## config.mk

```make
export PLATFORM = sky130hd
export DESIGN_NAME = booth_radix4_seq_mult_flat
export DESIGN_NICKNAME = d
export VERILOG_FILES = /design/src/rtl/booth_radix4_seq_mult_if.sv /design/src/rtl/booth_radix4_seq_mult.sv /design/src/flat_wrapper.sv
export SDC_FILE = /design/constraint.sdc
export NUM_CORES = 1
export LEC_CHECK = 0
export ABC_CLOCK_PERIOD_IN_PS = 9300
export CAP_MARGIN = 25
export CORE_MARGIN = 2
export CORE_UTILIZATION = 64
export CTS_CLUSTER_SIZE = 25
export DETAILED_ROUTE_END_ITERATION = 6
export DONT_BUFFER_PORTS = 1
export GPL_ROUTABILITY_DRIVEN = 1
export PLACE_DENSITY = 0.83
export SYNTH_ARGS = -nofsm -noshare
export SYNTH_HDL_FRONTEND = slang
export SYNTH_SLANG_ARGS = --single-unit
```

## constraint.sdc

```tcl
create_clock -name clock -period 9.3 [get_ports clock]
set_clock_uncertainty 0.1 [all_clocks]
set_input_delay 2.325 -clock clock [delete_from_list [all_inputs] [get_ports clock]]
set_output_delay 2.325 -clock clock [all_outputs]
set_load 0.05 [all_outputs]
```

## src/rtl/booth_radix4_seq_mult_if.sv

```systemverilog
// Start/result handshake and operand/product bus of the sequential radix-4 Booth multiplier.
interface booth_radix4_seq_mult_if #(
  parameter int WIDTH = 32
);
  logic               start;
  logic               is_signed;
  logic [WIDTH-1:0]   multiplicand;
  logic [WIDTH-1:0]   multiplier;
  logic               busy;
  logic               result_ready;
  logic [2*WIDTH-1:0] product;
  logic               overflow;

  modport master (
    output start, is_signed, multiplicand, multiplier,
    input  busy, result_ready, product, overflow
  );

  modport slave (
    input  start, is_signed, multiplicand, multiplier,
    output busy, result_ready, product, overflow
  );
endinterface

```

## src/rtl/booth_radix4_seq_mult.sv

```systemverilog
// Sequential radix-4 Booth multiplier, one recoded digit per clock, signed or unsigned operands.
// Optional macro BOOTH_EARLY_TERMINATE_EN finishes early once all remaining digits are zero.
module booth_radix4_seq_mult #(
  parameter int WIDTH = 32
) (
  input  logic                   clock,
  input  logic                   reset,
  booth_radix4_seq_mult_if.slave bus
);
  localparam int W2    = WIDTH + 2;
  localparam int N     = W2 / 2;
  localparam int CNT_W = (N > 1) ? $clog2(N) : 1;

  localparam logic [1:0] ST_IDLE = 2'd0;
  localparam logic [1:0] ST_RUN  = 2'd1;
  localparam logic [1:0] ST_DONE = 2'd2;

  logic [1:0]         state_r;
  logic [CNT_W-1:0]   cnt_r;
  logic [W2-1:0]      mcand_r;
  logic [W2-1:0]      acc_r;
  logic [W2-1:0]      mq_r;
  logic               qm1_r;
  logic               signed_r;
  logic               busy_r;
  logic               ready_r;
  logic [2*WIDTH-1:0] product_r;
  logic               overflow_r;

  logic [2:0]         win_s;
  logic [W2:0]        addend_s;
  logic               neg_s;
  logic [W2:0]        sum_s;
  logic [W2-1:0]      acc_nxt_s;
  logic [W2-1:0]      mq_nxt_s;
  logic               qm1_nxt_s;
  logic [W2-1:0]      acc_fin_s;
  logic [W2-1:0]      mq_fin_s;
  logic               last_s;
  logic               finish_s;
  logic [2*W2-1:0]    pair_s;

  function automatic logic ovf_calc(input logic [2*WIDTH-1:0] p, input logic sgn);
    logic [WIDTH:0] hi;
    hi = p[2*WIDTH-1:WIDTH-1];
    if (sgn) begin
      return !((&hi) | ~(|hi));
    end else begin
      return |p[2*WIDTH-1:WIDTH];
    end
  endfunction

  assign win_s  = {mq_r[1:0], qm1_r};
  assign last_s = (cnt_r == CNT_W'(N - 1));
  assign pair_s = {acc_r, mq_r};

  // Booth digit decode: select 0, M or 2M and whether it is subtracted.
  always_comb begin
    addend_s = '0;
    neg_s    = 1'b0;
    case (win_s)
      3'b001, 3'b010: begin addend_s = {mcand_r[W2-1], mcand_r}; neg_s = 1'b0; end
      3'b011:         begin addend_s = {mcand_r, 1'b0};          neg_s = 1'b0; end
      3'b100:         begin addend_s = {mcand_r, 1'b0};          neg_s = 1'b1; end
      3'b101, 3'b110: begin addend_s = {mcand_r[W2-1], mcand_r}; neg_s = 1'b1; end
      default:        begin addend_s = '0;                       neg_s = 1'b0; end
    endcase
  end

  // One iteration: W2+1-bit add (subtract as invert plus carry-in) then arithmetic shift by 2.
  always_comb begin
    sum_s     = {acc_r[W2-1], acc_r} + (neg_s ? ~addend_s : addend_s) + {{W2{1'b0}}, neg_s};
    acc_nxt_s = {sum_s[W2], sum_s[W2:2]};
    mq_nxt_s  = {sum_s[1:0], mq_r[W2-1:2]};
    qm1_nxt_s = mq_r[1];
  end

`ifdef BOOTH_EARLY_TERMINATE_EN
  logic [31:0]     shamt_s;
  logic            all_zero_s;
  logic            all_ones_s;
  logic [2*W2-1:0] shifted_s;

  // Look ahead past this digit: uniform remaining bits mean only zero digits are left.
  always_comb begin
    shamt_s    = (32'(N - 1) - 32'(cnt_r)) << 1;
    all_zero_s = ~qm1_nxt_s;
    all_ones_s = qm1_nxt_s;
    for (int j = 0; j < W2; j++) begin
      if (32'(j) < shamt_s) begin
        all_zero_s = all_zero_s & ~mq_nxt_s[j];
        all_ones_s = all_ones_s & mq_nxt_s[j];
      end else begin
        all_zero_s = all_zero_s;
        all_ones_s = all_ones_s;
      end
    end
    shifted_s = $signed({acc_nxt_s, mq_nxt_s}) >>> shamt_s;
    acc_fin_s = shifted_s[2*W2-1:W2];
    mq_fin_s  = shifted_s[W2-1:0];
    finish_s  = last_s | all_zero_s | all_ones_s;
  end
`else
  // Fixed-latency build: always run every digit.
  always_comb begin
    acc_fin_s = acc_nxt_s;
    mq_fin_s  = mq_nxt_s;
    finish_s  = last_s;
  end
`endif

  // Iteration state machine and registered outputs.
  always_ff @(posedge clock or posedge reset) begin
    if (reset) begin
      state_r    <= ST_IDLE;
      cnt_r      <= '0;
      mcand_r    <= '0;
      acc_r      <= '0;
      mq_r       <= '0;
      qm1_r      <= 1'b0;
      signed_r   <= 1'b0;
      busy_r     <= 1'b0;
      ready_r    <= 1'b0;
      product_r  <= '0;
      overflow_r <= 1'b0;
    end else begin
      ready_r <= 1'b0;
      case (state_r)
        ST_IDLE: begin
          if (bus.start) begin
            mcand_r  <= {{2{bus.is_signed & bus.multiplicand[WIDTH-1]}}, bus.multiplicand};
            mq_r     <= {{2{bus.is_signed & bus.multiplier[WIDTH-1]}}, bus.multiplier};
            acc_r    <= '0;
            qm1_r    <= 1'b0;
            cnt_r    <= '0;
            signed_r <= bus.is_signed;
            busy_r   <= 1'b1;
            state_r  <= ST_RUN;
          end else begin
            state_r  <= ST_IDLE;
          end
        end
        ST_RUN: begin
          acc_r <= acc_fin_s;
          mq_r  <= mq_fin_s;
          qm1_r <= qm1_nxt_s;
          cnt_r <= cnt_r + CNT_W'(1);
          if (finish_s) begin
            busy_r  <= 1'b0;
            state_r <= ST_DONE;
          end else begin
            state_r <= ST_RUN;
          end
        end
        ST_DONE: begin
          product_r  <= pair_s[2*WIDTH-1:0];
          overflow_r <= ovf_calc(pair_s[2*WIDTH-1:0], signed_r);
          ready_r    <= 1'b1;
          state_r    <= ST_IDLE;
        end
        default: begin
          busy_r  <= 1'b0;
          state_r <= ST_IDLE;
        end
      endcase
    end
  end

  assign bus.busy         = busy_r;
  assign bus.result_ready = ready_r;
  assign bus.product      = product_r;
  assign bus.overflow     = overflow_r;
endmodule

```

## src/flat_wrapper.sv

```systemverilog
// flat-port wrapper written by rule: the top's interface ports become plain ports
module booth_radix4_seq_mult_flat 
#(
  parameter int WIDTH = 32
)
  (clock, reset, bus_start, bus_is_signed, bus_multiplicand, bus_multiplier, bus_busy, bus_result_ready, bus_product, bus_overflow);
  booth_radix4_seq_mult_if #(.WIDTH(WIDTH)) bus_i ();
  input  logic clock;
  input  logic reset;
  input wire logic [$bits(bus_i.start)-1:0] bus_start;
  input wire logic [$bits(bus_i.is_signed)-1:0] bus_is_signed;
  input wire logic [$bits(bus_i.multiplicand)-1:0] bus_multiplicand;
  input wire logic [$bits(bus_i.multiplier)-1:0] bus_multiplier;
  output wire logic [$bits(bus_i.busy)-1:0] bus_busy;
  output wire logic [$bits(bus_i.result_ready)-1:0] bus_result_ready;
  output wire logic [$bits(bus_i.product)-1:0] bus_product;
  output wire logic [$bits(bus_i.overflow)-1:0] bus_overflow;
  assign bus_i.start = bus_start;
  assign bus_i.is_signed = bus_is_signed;
  assign bus_i.multiplicand = bus_multiplicand;
  assign bus_i.multiplier = bus_multiplier;
  assign bus_busy = bus_i.busy;
  assign bus_result_ready = bus_i.result_ready;
  assign bus_product = bus_i.product;
  assign bus_overflow = bus_i.overflow;
  booth_radix4_seq_mult #(.WIDTH(WIDTH)) u_core (.clock(clock), .reset(reset), .bus(bus_i));
endmodule
```

# Word-level counts from Yosys, hierarchy flattened
# Cells that the tools add are included.
# word_totals
regBits,177
inputBits,68
word_cells,62
out_inout_bits,67
# classes
bitwise,6
n_reduce_logical,12
addsub,3
n_eq_ne,11
muxes,19
# ops
op,n
$pmux W34 S2,2
$pmux W35 S2,1
$mux W34,2
$add A35 B1 Y35,1
$add A35 B35 Y35,1
$mux W35,1
$not A35 Y35,1
$reduce_and A33 Y1,1
$reduce_or A33 Y1,1
$reduce_or A32 Y1,1
$pmux W5 S2,1
$eq A3 B3 Y1 const B,3
$mux W1,7
$eq A3 B2 Y1 const B,2
$add A5 B1 Y5 const B,1
$eq A5 B5 Y1 const B,1
$mux W5,1
$pmux W2 S2,1
$reduce_and A2 Y1,2
$reduce_or A4 Y1,1
$eq A3 B1 Y1 const B,1
$pmux W1 S3,1
$reduce_and A3 Y1,1
$reduce_or A3 Y1,1
13 further kinds,15

# Longest topological paths before layout
# depth
depth_word,8
mapped_depth,18
mapped_depth_nobuf,14

# Least setup slack after synthesis
# No wires, ideal clock.
# synth_timing
path_type,register to register
from,register u_core.mq_r[1]
to,register u_core.acc_r[23]
period_less_slack_ps,3738
arrival_ps,3516
path_slack_ps,5562
setup_time_ps,122
n_path_buf,4
path_stages_with_launch,18
t_required_ps,9078
cell_sequence,dfrtp_1 > buf_2 > inv_1 > and3_1 > clkbuf_1 > clkbuf_1 > a22oi_1 > o21ai_0 > ha_1 > buf_2 > a21oi_1 > o21a_1 > o221ai_1 > or3_4 > a21o_1 > a31o_1 > a211o_1 > a32o_1
# synth_between
elab_chain_len,8
elab_cells_between_ends,16
classes_between,add/sub (2); eq/ne (6); mux (4); bitwise (1); reduce/logical (3)
# synth_lines
item,line_no,source
from (decl),booth_radix4_seq_mult.sv:22,logic [W2-1:0] mq_r;
from (signal assigned),booth_radix4_seq_mult.sv:132,"mq_r <= {{2{bus.is_signed & bus.multiplier[WIDTH-1]}}, bus.multiplier};"
from (signal assigned),booth_radix4_seq_mult.sv:145,mq_r <= mq_fin_s;
$eq A3 B1 Y1 (tied with other cells),booth_radix4_seq_mult.sv:61,case (win_s)
$reduce_or A4 Y1 (no source line) / $reduce_or A2 Y1 (equally long branches),--,
$pmux W35 S2,booth_radix4_seq_mult.sv:61,
$not A35 Y35,booth_radix4_seq_mult.sv:72,"sum_s = {acc_r[W2-1], acc_r} + (neg_s ? ~addend_s : addend_s) + {{W2{1'b0}}, neg_s};"
$mux W35,booth_radix4_seq_mult.sv:72,
$add A35 B35 Y35,booth_radix4_seq_mult.sv:72,
$add A35 B1 Y35 (*),booth_radix4_seq_mult.sv:72,
$pmux W34 S2 (*),booth_radix4_seq_mult.sv:128,case (state_r)
to (signal assigned),booth_radix4_seq_mult.sv:144,acc_r <= acc_fin_s;
to (decl),booth_radix4_seq_mult.sv:21,logic [W2-1:0] acc_r;
# Mark *: on every way between the ends. The rest lies on a longest branch, timed or not.
# A chain may end at the register's enable or synchronous reset.

# Worst setup path in the final report
# layout_timing
from,register u_core.mq_r[1]
to,register u_core.acc_r[30]
# Same word-level chain as after synthesis.

==> impl_results.md <==
* Syn Inst Count at 1,139
* Post-Syn Area per Cell at 8.452 µm²
* Final #Nets at 1,206
* Worst Tran Pin Value at 0.9118 ns
* Setup bufs post-CTS at 0
* Hold Crit Class: reg -> reg
* Post-layout minimum cycle time at 4.767 ns
* Syn-to-layout area delta at 7.629%
* Via density at 6.293
* Post-Syn Nets at 1,243
* Ports at 135
* Std cell rows at 44
* GRT overflow at 0
* XOR/XNOR Fraction of Synth Area at 5.641%
* H-Tree Depth at 4
* Critical path endpoint category: flip-flop
* FMAX at 0.2098 GHz
* Crit-path max FO at 36
* R2R Path Start: u_core.mq_r[1]
* Initial Utilization at 65.99%
* Yosys top cell area share at 45.75%
* Mapped Area at 9627 µm²
* Compound-gate portion of the synthesized area at 19.14%
* Final ANT Viol Nets at 0
* Synth cell types at 60
* Adder-Cell Fraction of Synth Area at 4.757%
* GPL Wtd Cong at 0.9112
* CP Class: reg -> reg
* EDFF count, synth at 0
* Max Buffers Root-to-Sink at 2
* RSZ-0062 raised after global routing: no
* Vias in the first global route at 7,688
* Synth area leader: dfrtp_1
* Die Height at 126.6 µm
* Core area at 14,590 µm²
* Resized cells post-CTS at 0
* CTS Sinks at 176
* CP arrival at 5.03 ns
* Die Area at 16,040 µm²
* Main combinational cell family by area after synthesis: simple AND/OR/NAND/NOR gates
* Port Buf Inserts at 0
* Routed WL at 23,320 µm
* Worst Path Required at 9.57 ns
* Cell Count, Final, Fillers Out at 1,299
* Tot GR Track Use at 29.88%
* Fin. max-slew vios at 0
* Seq/Total Area, Yosys at 45.75%
* Status: finished clean
* Vias after detailed routing at 8,175
* Drt pass-1 iters at 6
* Critical Path Source Type: flip-flop
* DR DRC count at 0
* Final Util at 71.02%
* Worst setup path start: u_core.mq_r[1]
* Final setup fails at 0
* Hold wc startpoint: u_core.cnt_r[4]
* Ranking of synthesized cells by area: dfrtp_1, nand2_1, o21ai_0
* Final critical-path share of the clock period at 51.26%
* Inst Count DP at 1,266
* Worst skew pair latency at 0.43 ns
* Clock tree root buffer cell: clkbuf_16
* Final hold vios at 0
* Async SR Flop Fraction at 100.0%
* Post-Synth Simple-Gate Area at 21.26%
* Setup TNS at 0 ns
* Wire per inst at 17.96 µm
* Max cap viols at 0
* Largest net degree at the start of global routing at 68
* CTS Hold Bufs at 0
* Synthesized flop and latch total at 176
* CTS Buf Count at 17
* Worst rel slew slack at 39.21%
* Post-DP HPWL at 15,900 µm
* Mux cell area share after synthesis at 0.1040%
* Clock Pin Slew Worst Setup and Hold Paths at 0.07 ns
* Drt initial violations at 777
* Ant. Diodes at 0
* Fraction of layout cells with a size suffix above 1 at 5.022%
* Global-route wire length before repair at 38,780 µm
* Die W at 126.6 µm
* Ys flop type: dfrtp_1
* Initial antenna violation count at 0
* Syn. warnings at 0
* CTS tree: built
area by class of cell:
type / count / area, µm²
multi-input cells: 879 / 4930
flip-flops and latches: 176 / 4404
fillers: 1148 / 4228
clock buffers: 21 / 450.4
well taps: 184 / 230.2
clock inverters: 11 / 155.1
repair buffers: 15 / 137.6
inverters: 13 / 53.80
path summary, 6_finish.rpt:
check                                          to  slack [ns]  cells past startpoint
min in group asynchronous  u_core.bus.product[24]        1.69                      1
max reg2reg                      u_core.acc_r[30]        4.53                     14
max                              u_core.acc_r[30]        4.53                     14
min reg2reg                       u_core.cnt_r[4]        0.41                      1
max in group asynchronous  u_core.bus.product[35]        5.57                      3
min                               u_core.cnt_r[4]        0.41                      1
registers in the layout (all words and copies together), names as in the netlist:
name,cells
u_core.bus.result_ready,1
u_core.bus.busy,1
u_core.signed_r,1
u_core.qm1_r,1
u_core.bus.product,64
u_core.mcand_r,33
u_core.bus.overflow,1
u_core.cnt_r,5
u_core.mq_r,34
u_core.acc_r,33
u_core.state_r,2
logic make-up after synthesis:
| logic type | count (synthesis) |
|---|---|
| buf+inv | 84 |
| mux | 1 |
| xor+xnor | 62 |
| compound gates | 302 |
| simple gates | 478 |
| fa+ha+maj | 36 |
| flops | 176 |
per-layer routing:
metal / up-vias / wire [µm] / GRT usage (%) / part of all wire (%)
met5: - / 0 / 0 / 0
met4: 0 / 506 / 9.373 / 2.2
met3: 49 / 1973 / 6.453 / 8.5
met2: 371 / 10920 / 47.15 / 47
met1: 3890 / 9929 / 41.77 / 43
li1: 3865 / - / - / -
metrics by stage:
step / cell area, µm² / hold WS [ns] / setup slack [ns]
3_3_place_gp: 9716 / 0.3733 / 4.728
4_1_cts: 10340 / 0.4031 / 4.606
6_report: 10360 / 0.4055 / 4.533
5_1_grt: 10360 / 0.4433 / 4.177
2_1_floorplan: 9627 / 0.3562 / 2.101
3_5_place_dp: 9736 / 0.3862 / 4.624
cell usage after synthesis, types with 2 or more instances:
cell type and number:
o21a_1 4, ha_1 35, o22ai_1 2, or3_1 2
a221oi_1 2, a211oi_1 5, a22o_1 2, o31ai_1 3
buf_1 6, nand3_1 12, nor4_1 11, o21ai_0 119
a31oi_1 2, nor2b_1 32, o211ai_1 2, dfrtp_1 176
a211o_1 2, nor2_1 22, and2_1 2, or2_2 2
a21oi_1 62, o21bai_1 3, a21o_1 14, a22oi_1 64
and3_1 5, nand4_1 17, nor3_1 6, xnor2_1 10
a2111oi_0 2, a32o_1 2, xor2_1 52, clkbuf_1 60
buf_2 4, nand2_1 353, nand2b_1 6, inv_1 12
cells in the final DEF, fill, tap and decap left out, types with 3 or more instances in the layout:
cell          n
nand2b_1      5
nor2b_1      29
clkbuf_1      3
o21ai_0     119
ha_1         35
a211oi_1      5
a22oi_1      64
clkbuf_16    17
nand2_1     353
a21oi_1      62
and3_1        5
nor2b_2       3
buf_4        13
clkinvlp_4    3
nand4_1      17
inv_6         3
nand3_1      12
xnor2_1      10
o31ai_1       3
nor2_1       22
nor3_1        6
dfrtp_1     176
inv_1        11
o21a_1        4
bufinv_16     3
nor4_1       11
xor2_1       51
a21o_1       14
critical path: stages (launching register included):
cell and delay [ns]:
dfrtp_1 0.32, buf_4 0.45, inv_1 0.19, or3_1 0.76
o21ai_0 0.47, fa_1 0.28, a21oi_1 0.10, o21bai_1 0.27
o21a_1 0.18, or2_1 0.19, a21oi_1 0.17, o311ai_1 0.42
o21ai_0 0.21, or4b_1 0.50, nand3_1 0.09
Power is not shown: default switching activity piles up to over one toggle a cycle in this logic, so the estimate is an artifact.
